[src/rtl/wb_bus_ctrl_pkg.sv]
// Shared types and constants for the Wishbone client-slot bus controller.
// Used by wb_bus_ctrl; see that file for the WB_BUS_CTRL_ERR_CNT_EN option.
package wb_bus_ctrl_pkg;

  typedef enum logic [1:0] {
    ST_IDLE   = 2'd0,
    ST_ACTIVE = 2'd1,
    ST_ACK    = 2'd2
  } state_e;

  localparam int          SLOT_W                 = 2;
  localparam int          NUM_SLOTS              = 1 << SLOT_W;
  localparam int          DATA_W                 = 32;
  localparam logic [31:0] DEFAULT_READ_VALUE_DEF = 32'hFABDEFAC;

  function automatic logic [NUM_SLOTS-1:0] slot_onehot(input logic [SLOT_W-1:0] slot);
    slot_onehot       = '0;
    slot_onehot[slot] = 1'b1;
  endfunction

endpackage

[src/rtl/wb_bus_ctrl.sv]
// Wishbone bridge-to-client controller: routes one transfer to one of four client slots,
// forces a default ACK on timeout. Define WB_BUS_CTRL_ERR_CNT_EN to add the Err_Cnt_o timeout counter.
module wb_bus_ctrl
  import wb_bus_ctrl_pkg::*;
#(
  parameter int          TIMEOUT_CYCLES     = 255,
  parameter logic [31:0] DEFAULT_READ_VALUE = DEFAULT_READ_VALUE_DEF
) (
  input  logic         WB_CLK,
  input  logic         WB_RST,
  input  logic [16:0]  WBs_ADR,
  input  logic         WBs_CYC,
  input  logic         WBs_STB,
  input  logic         WBs_WE,
  output logic         WBs_ACK_o,
  output logic [31:0]  WBs_RD_DAT_o,
  output logic [3:0]   Cli_CYC_o,
  input  logic [3:0]   Cli_ACK_i,
  input  logic [127:0] Cli_RD_DAT_i,
  output logic         Timeout_o
`ifdef WB_BUS_CTRL_ERR_CNT_EN
  ,
  output logic [7:0]   Err_Cnt_o
`endif
);

  localparam logic [7:0] TIMEOUT_LIMIT = 8'(TIMEOUT_CYCLES);

  state_e                state_q, state_d;
  logic [SLOT_W-1:0]     slot_q, slot_d;
  logic [7:0]            cnt_q, cnt_d;
  logic [NUM_SLOTS-1:0]  cli_cyc_q, cli_cyc_d;
  logic                  ack_q, ack_d;
  logic                  tmo_q, tmo_d;
  logic [DATA_W-1:0]     rd_dat_q, rd_dat_d;

  logic                  sel_ack;
  logic [DATA_W-1:0]     sel_dat;
  logic                  unused_inputs;

  // Write data never passes through here, so WE and the non-slot address bits are intentionally dropped.
  assign unused_inputs = ^{WBs_WE, WBs_ADR[16:14], WBs_ADR[11:0]};

  assign sel_ack = Cli_ACK_i[slot_q];
  assign sel_dat = Cli_RD_DAT_i[{slot_q, 5'b00000} +: DATA_W];

  always_ff @(posedge WB_CLK or posedge WB_RST) begin
    if (WB_RST) begin
      state_q   <= ST_IDLE;
      slot_q    <= '0;
      cnt_q     <= '0;
      cli_cyc_q <= '0;
      ack_q     <= 1'b0;
      tmo_q     <= 1'b0;
      rd_dat_q  <= '0;
    end else begin
      state_q   <= state_d;
      slot_q    <= slot_d;
      cnt_q     <= cnt_d;
      cli_cyc_q <= cli_cyc_d;
      ack_q     <= ack_d;
      tmo_q     <= tmo_d;
      rd_dat_q  <= rd_dat_d;
    end
  end

  // Priority in ACTIVE: master abort, then client ACK, then timeout; the client wins a same-cycle tie.
  always_comb begin
    state_d   = state_q;
    slot_d    = slot_q;
    cnt_d     = cnt_q;
    cli_cyc_d = '0;
    ack_d     = 1'b0;
    tmo_d     = 1'b0;
    rd_dat_d  = rd_dat_q;

    case (state_q)
      ST_IDLE: begin
        if (WBs_CYC && WBs_STB && !ack_q) begin
          slot_d    = WBs_ADR[13:12];
          cnt_d     = '0;
          cli_cyc_d = slot_onehot(WBs_ADR[13:12]);
          state_d   = ST_ACTIVE;
        end
      end
      ST_ACTIVE: begin
        if (!WBs_CYC) begin
          state_d = ST_IDLE;
        end else if (sel_ack) begin
          rd_dat_d = sel_dat;
          ack_d    = 1'b1;
          state_d  = ST_ACK;
        end else if (cnt_q == TIMEOUT_LIMIT) begin
          rd_dat_d = DEFAULT_READ_VALUE;
          ack_d    = 1'b1;
          tmo_d    = 1'b1;
          state_d  = ST_ACK;
        end else begin
          cnt_d     = cnt_q + 8'd1;
          cli_cyc_d = slot_onehot(slot_q);
        end
      end
      ST_ACK: begin
        state_d = ST_IDLE;
      end
      default: begin
        state_d = ST_IDLE;
      end
    endcase
  end

  assign WBs_ACK_o    = ack_q;
  assign WBs_RD_DAT_o = rd_dat_q;
  assign Cli_CYC_o    = cli_cyc_q;
  assign Timeout_o    = tmo_q;

`ifdef WB_BUS_CTRL_ERR_CNT_EN
  logic [7:0] err_cnt_q;

  // Counts on the same edge that raises Timeout_o, sticking at 255.
  always_ff @(posedge WB_CLK or posedge WB_RST) begin
    if (WB_RST) begin
      err_cnt_q <= '0;
    end else if (tmo_d && (err_cnt_q != 8'hFF)) begin
      err_cnt_q <= err_cnt_q + 8'd1;
    end
  end

  assign Err_Cnt_o = err_cnt_q;
`else
  // No timeout counter in this build.
`endif

endmodule
[config.mk]
export PLATFORM = sky130hd
export DESIGN_NAME = wb_bus_ctrl
export DESIGN_NICKNAME = d
export VERILOG_FILES = /design/src/rtl/wb_bus_ctrl_pkg.sv /design/src/rtl/wb_bus_ctrl.sv
export SDC_FILE = /design/constraint.sdc
export NUM_CORES = 1
export LEC_CHECK = 0
export BUFFER_PORTS_ARGS = -buffer_cell sky130_fd_sc_hd__buf_2
export CORE_MARGIN = 1.5
export CORE_UTILIZATION = 43
export CTS_BUF_LIST = sky130_fd_sc_hd__clkbuf_8
export DETAILED_ROUTE_END_ITERATION = 8
export PLACE_DENSITY = 0.83
export SLEW_MARGIN = 20
export SYNTH_ARGS = -nofsm -noshare
export SYNTH_HDL_FRONTEND = slang
export SYNTH_SLANG_ARGS = --single-unit
[constraint.sdc]
create_clock -name WB_CLK -period 2.66 [get_ports WB_CLK]
set_clock_uncertainty 0.15 [all_clocks]
set_input_delay 0 -clock WB_CLK [delete_from_list [all_inputs] [get_ports WB_CLK]]
set_output_delay 0 -clock WB_CLK [all_outputs]
set_load 0.02 [all_outputs]
==> impl_results.md <==
- Outcome: finished clean
- Synthesized flop and latch total: 50
- Maximum count of clock buffers along a single path: 2
- Routed length on met3: 650 µm
- Worst min-delay path category: primary input to flop
- Clock latency on the worst-skew pair: 0.32 ns
- Worst vdd ir: 0.0005394 V
- Worst EP required: 2.72 ns
- Top library cells by usage in the layout, fill and taps aside: 175 x buf_2, 67 x dlygate4sd3_1, 49 x dfrtp_1
- Largest family of logic cells by synthesized area: multiplexers
- Global placer's final weighted congestion: 0.8327
- Summed instance area of the synthesized netlist: 2743 µm²
- Max Slew Vio Count: 0
- Cell count after placement: 440
- Crit-path max cell delay: 0.58 ns
- CTS tree: built
- Die extent in x: 82.87 µm
- Largest net degree at the start of global routing: 38
- Top cell family by delay on the critical path: buffers and inverters
- CTS root buf: clkbuf_8
- Number of warnings issued by yosys: 0
- Global-route wire length before repair: 15.08 mm
- Most common cell after layout, fill and taps aside: buf_2
- Tmin final: 2.447 ns
- Footprint of the multi-input gates: 1413 µm²
- Count of routing violations after the opening detailed-route iteration: 132
- Number of clock buffers inserted by TritonCTS: 5
- Post-synthesis share of cell area spent on and, or, nand and nor gates: 0.08394
- Total clock sinks: 50
- Post-synthesis compound-gate area fraction: 0.1524
- Remaining number of nets flagged by the antenna check after routing: 0
- Site row count: 28
- Relative area change from synthesis to final layout: 62.45%
- Count of final setup violators: 0
- Final std cells w/o fill: 515
- Count of buffer and inverter cells on the critical path: 2
- Min-delay src: Cli_RD_DAT_i[26]
- Total number of nets in the final design: 594
- Slowest library cell on the worst path: dlygate4sd3_1
- Period Utilization, post-route: 0.9201
- WHS Endpoint: WBs_RD_DAT_o[26]$_DFFE_PP0P_
- Final-layout setup total negative slack: 0 ns
- Ordered cell list for the critical path: buf_6, mux4_2, dlygate4sd3_1, a22o_1
- Fillers: 420
- Residual DRC: 0
- Distinct cell type count after synthesis: 35
- HPWL reported at the end of detailed placement: 5.968 mm
- Crit end category: flop
- Top layer reached by signal wires: met4
- Met2 Routed Length: 5.108 mm
- Depth of the worst hold-timing path: 3
- Routed Wire Length: 9.426 mm
- Share of cells above drive strength 1: 0.5159
- Post-Syn Nets: 355
- Aggregate global routing overflow: 0
- Xor-xnor portion of the synthesized cell area: 0.003193
- Count of mapped cells out of synthesis: 200
- Count of port buffers added during placement: 175
- Met1 routed wirelength after detailed routing: 3.451 mm
- Post-DR wirelength/cell: 18.30 µm
- Number of global-route vias before repair: 2,992
- All-Layer GR Usage: 0.2798
- Ant diodes: 0
- Crit path max fanout: 37
- Multiplexer share of the synthesized area: 0.2710
- Part of the Yosys area used for sequential elements: 0.4562
- Setup repair after global routing missed its margin: false
- Detailed Routing Iterations Pass 1: 4
- Static Leakage: 2.111 nW
- Number of H-tree levels: 2
- Vias after detailed routing: 2,856
- Average cell area after synthesis: 13.71 µm²
- Power density of the placed cells: 794.7 nW/µm²
- Register Area: 1252 µm²
- Worst r2r dst: WBs_RD_DAT_o[6]$_DFFE_PP0P_
- Critical path arrival: 2.51 ns
- Die H: 82.87 µm
- Crit path kind: flop to flop
- Number of I/O pins: 192
- Highest Clock Rate: 408.6 MHz
- Minimum setup slack among reg-to-reg paths: 0.21 ns
- Total design power: 0.003541 W
- Clock transition at the registers of the reported paths: 0.11 ns
- Hold violation count in the final report: 0
- Number of antenna violations at the first check in global routing: 0
- Initial standard-cell utilization of the core: 0.4551
- Headroom to the max-slew limit: 0.5362
- Full die area: 6867 µm²
- FF-to-FF Start: slot_q[0]$_DFFE_PP0P_
- Adder-cell area share of the yosys netlist: 0.004562
- Ratio of routed vias to standard cells: 5.546
- Register-to-Register Path Depth: 4
- Core ar.: 6026 µm²
- Count of max-cap constraint violations: 0
- Kind of start point of the critical path: flop
- Transition time at the pin with the least slew margin: 0.6943 ns
[what timing repair did]
action	in CTS	in global routing
endpoints found under the hold margin	61	0
hold buffers	67	0
endpoints found under the setup margin	0	15
gates resized for setup	0	1
buffers inserted	0	0
[power breakdown]
group / total, W / leakage [nW] / internal (W) / switching [W]
Clock: 0.000494 / 0.0506 / 0.000197 / 0.000297
Sequential: 0.00118 / 0.614 / 0.00103 / 0.000157
Combinational: 0.00186 / 1.45 / 0.000984 / 0.000879
[cells in the mapped netlist, drive strengths merged]
library cell,count,area [µm²]
o21ai,6,30.02
inv,3,11.26
and2,2,12.51
xor2,1,8.760
nand3b,1,7.510
or3,1,6.260
o22ai,1,6.260
and3,2,12.51
o31ai,1,7.510
nor2b,3,18.77
nor2,5,18.77
a211oi,1,20.02
nor3,1,10.01
nor4,1,6.260
a211o,1,8.760
dfrtp,50,1251
and4,1,8.760
buf,11,52.55
a21oi,2,10.01
nor3b,1,7.510
a22o,12,105.1
o31a,1,8.760
nand3,9,45.04
mux4,33,743.2
clkbuf,4,15.01
a21o,1,7.510
a31oi,2,12.51
nand2,18,70.07
o22a,23,201.4
nand2b,1,6.260
ha,1,12.51
[worst register-to-register path: cells and delay by family (launching register included)]
kind	cells	cell delay [ns]
muxes	1	0.58
DFF	1	0.40
AOI/OAI and AO/OA	1	0.21
buffers and inverters	2	1.00
[worst max path at each step]
stage	start	to	cells after the start
floorplan	slot_q[0]$_DFFE_PP0P_	WBs_RD_DAT_o[22]$_DFFE_PP0P_	4
global placement	slot_q[0]$_DFFE_PP0P_	cnt_q[6]$_DFFE_PP0P_	4
detailed placement	slot_q[0]$_DFFE_PP0P_	cnt_q[6]$_DFFE_PP0P_	4
CTS	slot_q[0]$_DFFE_PP0P_	WBs_RD_DAT_o[4]$_DFFE_PP0P_	4
global route	slot_q[0]$_DFFE_PP0P_	WBs_RD_DAT_o[3]$_DFFE_PP0P_	4
finish	slot_q[0]$_DFFE_PP0P_	WBs_RD_DAT_o[6]$_DFFE_PP0P_	4
[layer usage]
metal,GRT usage,vias up
met5,0,-
met4,0.08788,0
met3,0.05765,17
met2,0.5166,139
met1,0.3244,1418
li1,-,1282
[area by class of cell]
class / instances / area share
timing repair buffer: 247 / 0.3564
multi-input combinational: 132 / 0.3170
sequential: 50 / 0.2811
tap: 75 / 0.02106
clock buffer: 5 / 0.01545
clock inverter: 3 / 0.006459
inverter: 3 / 0.002527
[state kept, by name (all words and copies together), names as in the netlist]
signal / flops
WBs_ACK_o: 1
WBs_RD_DAT_o: 32
slot_q: 2
state_q: 2
Cli_CYC_o: 4
cnt_q: 8
Timeout_o: 1
[cells by family after synthesis]
kind of cell,count (synthesis)
AO/OA/AOI/OAI,51
XOR/XNOR,1
buffers and inverters,18
flip-flops,50
AND/OR/NAND/NOR,46
multiplexers,33
adder cells (fa/ha/maj),1
[metrics by stage]
stage / cell area [µm²] / hold WS, ns / utilization / worst slack (ns)
floorplan: 2743 / -0.04456 / - / 0.7470
global placement: 3684 / -0.09121 / 0.6113 / 0.6285
detailed placement: 3684 / -0.08564 / 0.6113 / 0.6064
CTS: 4452 / 0.001359 / 0.7388 / 0.05487
global route: 4456 / 0.01613 / 0.7394 / 0.09604
finish: 4456 / 0.002226 / 0.7394 / 0.2125
(Power assumes the default switching activity.)
